<file path="src/rtl/score_digit_driver_if.sv">
// score_digit_driver_if: goal/restart inputs and digit/blank/lamp outputs of the foosball scorekeeper
interface score_digit_driver_if;
  logic       goal_left;
  logic       goal_right;
  logic       new_game;
  logic [3:0] left_tens;
  logic [3:0] left_ones;
  logic [3:0] right_tens;
  logic [3:0] right_ones;
  logic       left_darkN;
  logic       right_darkN;
  logic       lamp_test;
  logic       game_over;
  logic       winner;
  modport master (
    output goal_left, goal_right, new_game,
    input  left_tens, left_ones, right_tens, right_ones,
    input  left_darkN, right_darkN, lamp_test, game_over, winner
  );
  modport slave (
    input  goal_left, goal_right, new_game,
    output left_tens, left_ones, right_tens, right_ones,
    output left_darkN, right_darkN, lamp_test, game_over, winner
  );
endinterface

</file>
<file path="src/rtl/score_digit_driver.sv">
// score_digit_driver: BCD goal counting, lamp test, post-goal lockout and winner blink for a foosball display
module score_digit_driver #(
  parameter int unsigned WIN_SCORE   = 10,
  parameter int unsigned LAMP_CYCLES = 50_000_000,
  parameter int unsigned GOAL_HOLD   = 50_000_000,
  parameter int unsigned BLINK_HALF  = 25_000_000
) (
  input logic                 clk,
  input logic                 resetN,
  score_digit_driver_if.slave bus
);
  typedef enum logic [1:0] {LAMP, PLAY, HOLD, OVER} state_t;
  localparam logic [3:0] WIN_T = 4'(WIN_SCORE / 10);
  localparam logic [3:0] WIN_O = 4'(WIN_SCORE % 10);
  state_t      r_state, w_state;
  logic [31:0] r_cnt, w_cnt;
  logic        r_gl_d, r_gr_d;
  logic [3:0]  r_lt, r_lo, r_rt, r_ro, w_lt, w_lo, w_rt, w_ro;
  logic        r_ldark, r_rdark, r_lamp, r_over, r_win;
  logic        w_ldark, w_rdark, w_lamp, w_over, w_win;
  logic        w_el, w_er, w_lwin, w_rwin;
  logic [3:0]  w_lt_inc, w_lo_inc, w_rt_inc, w_ro_inc;
  assign w_el     = bus.goal_left & ~r_gl_d;
  assign w_er     = bus.goal_right & ~r_gr_d;
  assign w_lo_inc = (r_lo == 4'd9) ? 4'd0 : r_lo + 4'd1;
  assign w_lt_inc = (r_lo == 4'd9) ? r_lt + 4'd1 : r_lt;
  assign w_ro_inc = (r_ro == 4'd9) ? 4'd0 : r_ro + 4'd1;
  assign w_rt_inc = (r_ro == 4'd9) ? r_rt + 4'd1 : r_rt;
  assign w_lwin   = (w_lt_inc == WIN_T) && (w_lo_inc == WIN_O);
  assign w_rwin   = (w_rt_inc == WIN_T) && (w_ro_inc == WIN_O);
  always_comb begin
    w_state = r_state;
    w_cnt   = r_cnt;
    w_lt    = r_lt;
    w_lo    = r_lo;
    w_rt    = r_rt;
    w_ro    = r_ro;
    w_ldark = r_ldark;
    w_rdark = r_rdark;
    w_lamp  = r_lamp;
    w_over  = r_over;
    w_win   = r_win;
    if (r_state == LAMP) begin
      w_cnt = r_cnt + 32'd1;
      if (r_cnt == 32'(LAMP_CYCLES - 1)) begin
        w_state = PLAY;
        w_cnt   = '0;
        w_lamp  = 1'b0;
      end
    end else if (bus.new_game) begin
      w_state = PLAY;
      w_cnt   = '0;
      w_lt    = '0;
      w_lo    = '0;
      w_rt    = '0;
      w_ro    = '0;
      w_ldark = 1'b1;
      w_rdark = 1'b1;
      w_over  = 1'b0;
      w_win   = 1'b0;
    end else if (r_state == PLAY) begin
      // both edges in one cycle is an ambiguous sensor event and is dropped
      if (w_el && !w_er) begin
        w_lt    = w_lt_inc;
        w_lo    = w_lo_inc;
        w_cnt   = '0;
        w_state = w_lwin ? OVER : HOLD;
        w_over  = w_lwin;
        w_win   = 1'b0;
      end else if (w_er && !w_el) begin
        w_rt    = w_rt_inc;
        w_ro    = w_ro_inc;
        w_cnt   = '0;
        w_state = w_rwin ? OVER : HOLD;
        w_over  = w_rwin;
        w_win   = w_rwin;
      end
    end else if (r_state == HOLD) begin
      w_cnt = r_cnt + 32'd1;
      if (r_cnt == 32'(GOAL_HOLD - 1)) begin
        w_state = PLAY;
        w_cnt   = '0;
      end
    end else begin
      w_cnt = r_cnt + 32'd1;
      if (r_cnt == 32'(BLINK_HALF - 1)) begin
        w_cnt   = '0;
        w_ldark = r_win ? r_ldark : ~r_ldark;
        w_rdark = r_win ? ~r_rdark : r_rdark;
      end
    end
  end
  always_ff @(posedge clk or negedge resetN)
    if (!resetN) begin
      r_state <= LAMP;
      r_cnt   <= '0;
      r_gl_d  <= 1'b0;
      r_gr_d  <= 1'b0;
      r_lt    <= '0;
      r_lo    <= '0;
      r_rt    <= '0;
      r_ro    <= '0;
      r_ldark <= 1'b1;
      r_rdark <= 1'b1;
      r_lamp  <= 1'b1;
      r_over  <= 1'b0;
      r_win   <= 1'b0;
    end else begin
      r_state <= w_state;
      r_cnt   <= w_cnt;
      r_gl_d  <= bus.goal_left;
      r_gr_d  <= bus.goal_right;
      r_lt    <= w_lt;
      r_lo    <= w_lo;
      r_rt    <= w_rt;
      r_ro    <= w_ro;
      r_ldark <= w_ldark;
      r_rdark <= w_rdark;
      r_lamp  <= w_lamp;
      r_over  <= w_over;
      r_win   <= w_win;
    end
  assign bus.left_tens   = r_lt;
  assign bus.left_ones   = r_lo;
  assign bus.right_tens  = r_rt;
  assign bus.right_ones  = r_ro;
  assign bus.left_darkN  = r_ldark;
  assign bus.right_darkN = r_rdark;
  assign bus.lamp_test   = r_lamp;
  assign bus.game_over   = r_over;
  assign bus.winner      = r_win;
endmodule

</file>
<file path="src/flat_wrapper.sv">
// flat-port wrapper written by rule: the top's interface ports become plain ports
module score_digit_driver_flat 
#(
  parameter int unsigned WIN_SCORE   = 10,
  parameter int unsigned LAMP_CYCLES = 50_000_000,
  parameter int unsigned GOAL_HOLD   = 50_000_000,
  parameter int unsigned BLINK_HALF  = 25_000_000
)
  (clk, resetN, bus_goal_left, bus_goal_right, bus_new_game, bus_left_tens, bus_left_ones, bus_right_tens, bus_right_ones, bus_left_darkN, bus_right_darkN, bus_lamp_test, bus_game_over, bus_winner);
  score_digit_driver_if bus_i ();
  input logic clk;
  input logic resetN;
  input wire logic [$bits(bus_i.goal_left)-1:0] bus_goal_left;
  input wire logic [$bits(bus_i.goal_right)-1:0] bus_goal_right;
  input wire logic [$bits(bus_i.new_game)-1:0] bus_new_game;
  output wire logic [$bits(bus_i.left_tens)-1:0] bus_left_tens;
  output wire logic [$bits(bus_i.left_ones)-1:0] bus_left_ones;
  output wire logic [$bits(bus_i.right_tens)-1:0] bus_right_tens;
  output wire logic [$bits(bus_i.right_ones)-1:0] bus_right_ones;
  output wire logic [$bits(bus_i.left_darkN)-1:0] bus_left_darkN;
  output wire logic [$bits(bus_i.right_darkN)-1:0] bus_right_darkN;
  output wire logic [$bits(bus_i.lamp_test)-1:0] bus_lamp_test;
  output wire logic [$bits(bus_i.game_over)-1:0] bus_game_over;
  output wire logic [$bits(bus_i.winner)-1:0] bus_winner;
  assign bus_i.goal_left = bus_goal_left;
  assign bus_i.goal_right = bus_goal_right;
  assign bus_i.new_game = bus_new_game;
  assign bus_left_tens = bus_i.left_tens;
  assign bus_left_ones = bus_i.left_ones;
  assign bus_right_tens = bus_i.right_tens;
  assign bus_right_ones = bus_i.right_ones;
  assign bus_left_darkN = bus_i.left_darkN;
  assign bus_right_darkN = bus_i.right_darkN;
  assign bus_lamp_test = bus_i.lamp_test;
  assign bus_game_over = bus_i.game_over;
  assign bus_winner = bus_i.winner;
  score_digit_driver #(.WIN_SCORE(WIN_SCORE), .LAMP_CYCLES(LAMP_CYCLES), .GOAL_HOLD(GOAL_HOLD), .BLINK_HALF(BLINK_HALF)) u_core (.clk(clk), .resetN(resetN), .bus(bus_i));
endmodule
</file>
<file path="config.mk">
export PLATFORM = sky130hd
export DESIGN_NAME = score_digit_driver_flat
export DESIGN_NICKNAME = d
export VERILOG_FILES = /design/src/rtl/score_digit_driver_if.sv /design/src/rtl/score_digit_driver.sv /design/src/flat_wrapper.sv
export SDC_FILE = /design/constraint.sdc
export NUM_CORES = 1
export LEC_CHECK = 0
export ABC_CLOCK_PERIOD_IN_PS = 2210
export CORE_ASPECT_RATIO = 1.4
export CORE_MARGIN = 8
export CORE_UTILIZATION = 58
export DETAILED_ROUTE_END_ITERATION = 8
export PLACE_DENSITY = 0.83
export SETUP_SLACK_MARGIN = 0.4
export SLEW_MARGIN = 20
export SYNTH_ARGS = -nofsm -noshare
export SYNTH_HDL_FRONTEND = slang
export SYNTH_SLANG_ARGS = --single-unit
export TNS_END_PERCENT = 10
</file>
<file path="constraint.sdc">
create_clock -name clk -period 2.21 [get_ports clk]
set_input_delay 0.442 -clock clk [delete_from_list [all_inputs] [get_ports clk]]
set_output_delay 0.442 -clock clk [all_outputs]
set_load 0.02 [all_outputs]
</file>
==> impl_metrics.env <==
export IMPL_avgSynthCellArea_um2=9.01
export IMPL_yosysTopAreaCellShare_pct=41.3
export IMPL_synth_most_common_cell="dfrtp_1"
export IMPL_hold_ws_ns=0.0920
export IMPL_post_route_period_util_pct=91.2
export IMPL_place_congestion=0.905
export IMPL_cts_root_buffer="clkbuf_8"
export IMPL_max_vdd_ir_drop_v=0.000699
export IMPL_cts_max_path_buffers=2
export IMPL_fin_util_pct=77.4
export IMPL_ff_latch_area_um2=1440
export IMPL_p_int_w=0.00206
export IMPL_ys_ff_latch=57
export IMPL_gr_total_overflow=0
export IMPL_slew_headroom_pct=70.5
export IMPL_vias=3157
export IMPL_dp_hpwl_um=5740
export IMPL_pwr_share_seq_pct=44.1
export IMPL_p_sw_share_pct=27.0
export IMPL_grt_max_degree=58
export IMPL_die_h_um=105
export IMPL_synthArstFlopShare_pct=100
export IMPL_dieArea_um2=8330
export IMPL_routed_wl_um=9060
export IMPL_status="finished, final reports clean"
export IMPL_fmax_mhz=496
export IMPL_grt_usage_pct=21.2
export IMPL_firstDrtPassIters=5
export IMPL_hold_violations=0
export IMPL_port_buffers=25
export IMPL_pwr_share_comb_pct=16.9
export IMPL_synth_distinct_cells=53
export IMPL_areaGrowthSynthToFinish_pct=29.9
export IMPL_path_clk_slew_ns=0.07
export IMPL_drt_iter0_drc=235
export IMPL_fp_dieW_um=79.5
export IMPL_viasPerCell=6.30
export IMPL_post_route_min_period_ns=2.02
export IMPL_antenna_found_initial=0
export IMPL_worstHoldPathType="in -> async"
export IMPL_syn_area_um2=3270
export IMPL_clockPowerShare_pct=39.0
export IMPL_worst_pin_slew_ns=0.442
export IMPL_cp_arrival_ns=2.29
export IMPL_cap_violations=0
export IMPL_drt_wirelength_per_cell_um=18.1
export IMPL_synth_edf_count=0
export IMPL_setup_viol=0
export IMPL_syn_inst=363
export IMPL_critPathMaxFanout=6
export IMPL_slew_violations=0
export IMPL_grt_pass1_vias=3053
export IMPL_power_density_nw_per_um2=665
export IMPL_endpoint_kind="flip-flop"
export IMPL_cts_tree="done"
export IMPL_clock_latency_ns=0.35
export IMPL_coreArea_um2=5490
export IMPL_netlist_top_cells_area="dfrtp_1, o21ai_0, nor2_1"
export IMPL_seq_area_frac_synth_pct=43.7
export IMPL_yosysWarnings=0
export IMPL_crit_type="reg -> reg"
export IMPL_cp_required_ns=2.48
export IMPL_finClkSkew_ns=0.0112
export IMPL_io_pins=26
export IMPL_yosys_top_cells_count="dfrtp_1, nor2_1, nand2_1"
export IMPL_p_leak_nw=1.89
export IMPL_fill_cells=350
export IMPL_drcViolationCount=0
export IMPL_rsz0062_at_grt="true"
export IMPL_start_util_pct=59.6
export IMPL_multi_input_area_um2=1860
export IMPL_synth_nets=371
export IMPL_ant_nets=0
export IMPL_power_switching_w=0.000763
export IMPL_cts_sinks=57
export IMPL_diodes=0
export IMPL_cts_htree_levels=3
export IMPL_cts_buffers_inserted=9
export IMPL_finish_net_count=436
export IMPL_crit_path_start_kind="flip-flop"
export IMPL_grt_pass1_wl_um=14200
export IMPL_rows=32
export IMPL_yosys_most_used_dff="dfrtp_1"
export IMPL_synth_top_area_cell="dfrtp_1"
export IMPL_drive_above_1_share_pct=22.4
[registers in the layout, indices dropped and copies added, names as in the netlist, 2 cells and up]
name,cells
u_core.bus.right_ones,4
u_core.bus.left_ones,4
u_core.bus.left_tens,4
u_core.r_cnt,32
u_core.bus.right_tens,4
u_core.r_state,2
[critical path, stage by stage (launching register included)]
cell and delay (ns):
dfrtp_2 0.47, buf_4 0.17, nor4_1 0.20, nand3_1 0.15, nor4_1 0.37, buf_4 0.20
nand3b_1 0.08, xnor2_1 0.13, o22a_1 0.17
[kinds of logic (layout without fill, tap and decap cells)]
| family | count (synthesis) | after routing | share of synthesized area [%] |
|---|---|---|---|
| adders and majority gates | 3 | 3 | 1.15 |
| and+or+nand+nor | 179 | 179 | 29.2 |
| xor gates and xnor gates | 28 | 28 | 7.50 |
| buffers and inverters | 22 | 92 | 3.14 |
| DFF | 57 | 57 | 43.7 |
| muxes | 1 | 1 | 0.306 |
| AOI/OAI and AO/OA | 73 | 73 | 15.0 |
[worst paths after layout]
path                                           start                        to  slack, ns  depth (start not counted)
worst max register to register      u_core.r_cnt[10]     u_core.bus.left_darkN       0.19                          8
worst min-delay path                          resetN  u_core.bus.right_ones[2]       0.09                          2
worst max-delay path                u_core.r_cnt[10]     u_core.bus.left_darkN       0.19                          8
max in group asynchronous                     resetN    u_core.bus.right_darkN       1.83                          2
min in group clk                       bus_goal_left             u_core.r_gl_d       0.25                          1
worst min register to register  u_core.bus.lamp_test      u_core.bus.lamp_test       0.47                          1
[power groups by stage]
stage          clock network (W)  registers [W]  logic, W
2_1_floorplan                  0        0.00126  0.000214
3_3_place_gp                   0        0.00125  0.000353
3_5_place_dp                   0        0.00125  0.000370
4_1_cts                  0.00110        0.00124  0.000427
5_1_grt                  0.00116        0.00126  0.000524
6_report                 0.00110        0.00125  0.000478
[stage by stage]
stage / total power (W) / cell area [um^2] / TNS (ns) / setup WS, ns / std cells
6_report: 0.00282 / 4250 / 0 / 0.194 / 501
5_1_grt: 0.00295 / 4250 / 0 / 0.140 / 501
4_1_cts: 0.00277 / 4150 / 0 / 0.260 / 498
3_5_place_dp: 0.00162 / 3790 / -0.576 / -0.0951 / 471
3_3_place_gp: 0.00160 / 3790 / -0.100 / -0.0477 / 471
2_1_floorplan: 0.00147 / 3290 / 0 / 0.318 / 363
[cells in the final DEF, fill, tap and decap left out, types with 8 or more instances in the layout]
| cell type | instances |
|---|---|
| and3_1 | 10 |
| nor3_1 | 9 |
| dfrtp_1 | 46 |
| buf_4 | 38 |
| nand4_1 | 10 |
| dfrtp_2 | 8 |
| o21ai_0 | 30 |
| clkbuf_8 | 14 |
| nand3_1 | 26 |
| clkdlybuf4s50_1 | 22 |
| inv_1 | 8 |
| xnor2_1 | 12 |
| xor2_1 | 16 |
| a21oi_1 | 8 |
| nor2_1 | 37 |
| nand2_1 | 34 |
[cell type report]
type	count	area share, %
Multi-Input combinational cell	284	43.9
Sequential cell	57	33.9
Timing Repair Buffer	68	14.1
Clock buffer	15	4.63
Tap cell	68	2.00
Clock inverter	1	0.707
Inverter	8	0.707
[layer usage]
metal	GRT usage [%]	up-vias	wire [um]
met3	5.92	35	521
met2	36.8	143	4800
met4	10.2	0	305
met5	0	-	0
li1	-	1456	-
met1	22.7	1523	3430
[repair_timing]
action	in CTS	in global routing
resized for setup	15	22
gates cloned	1	0
hold buffers	0	0
setup endpoints to repair	61	70
buffers inserted	10	3
pin swaps	5	8
Note: power is estimated with default switching activity, not from simulation.
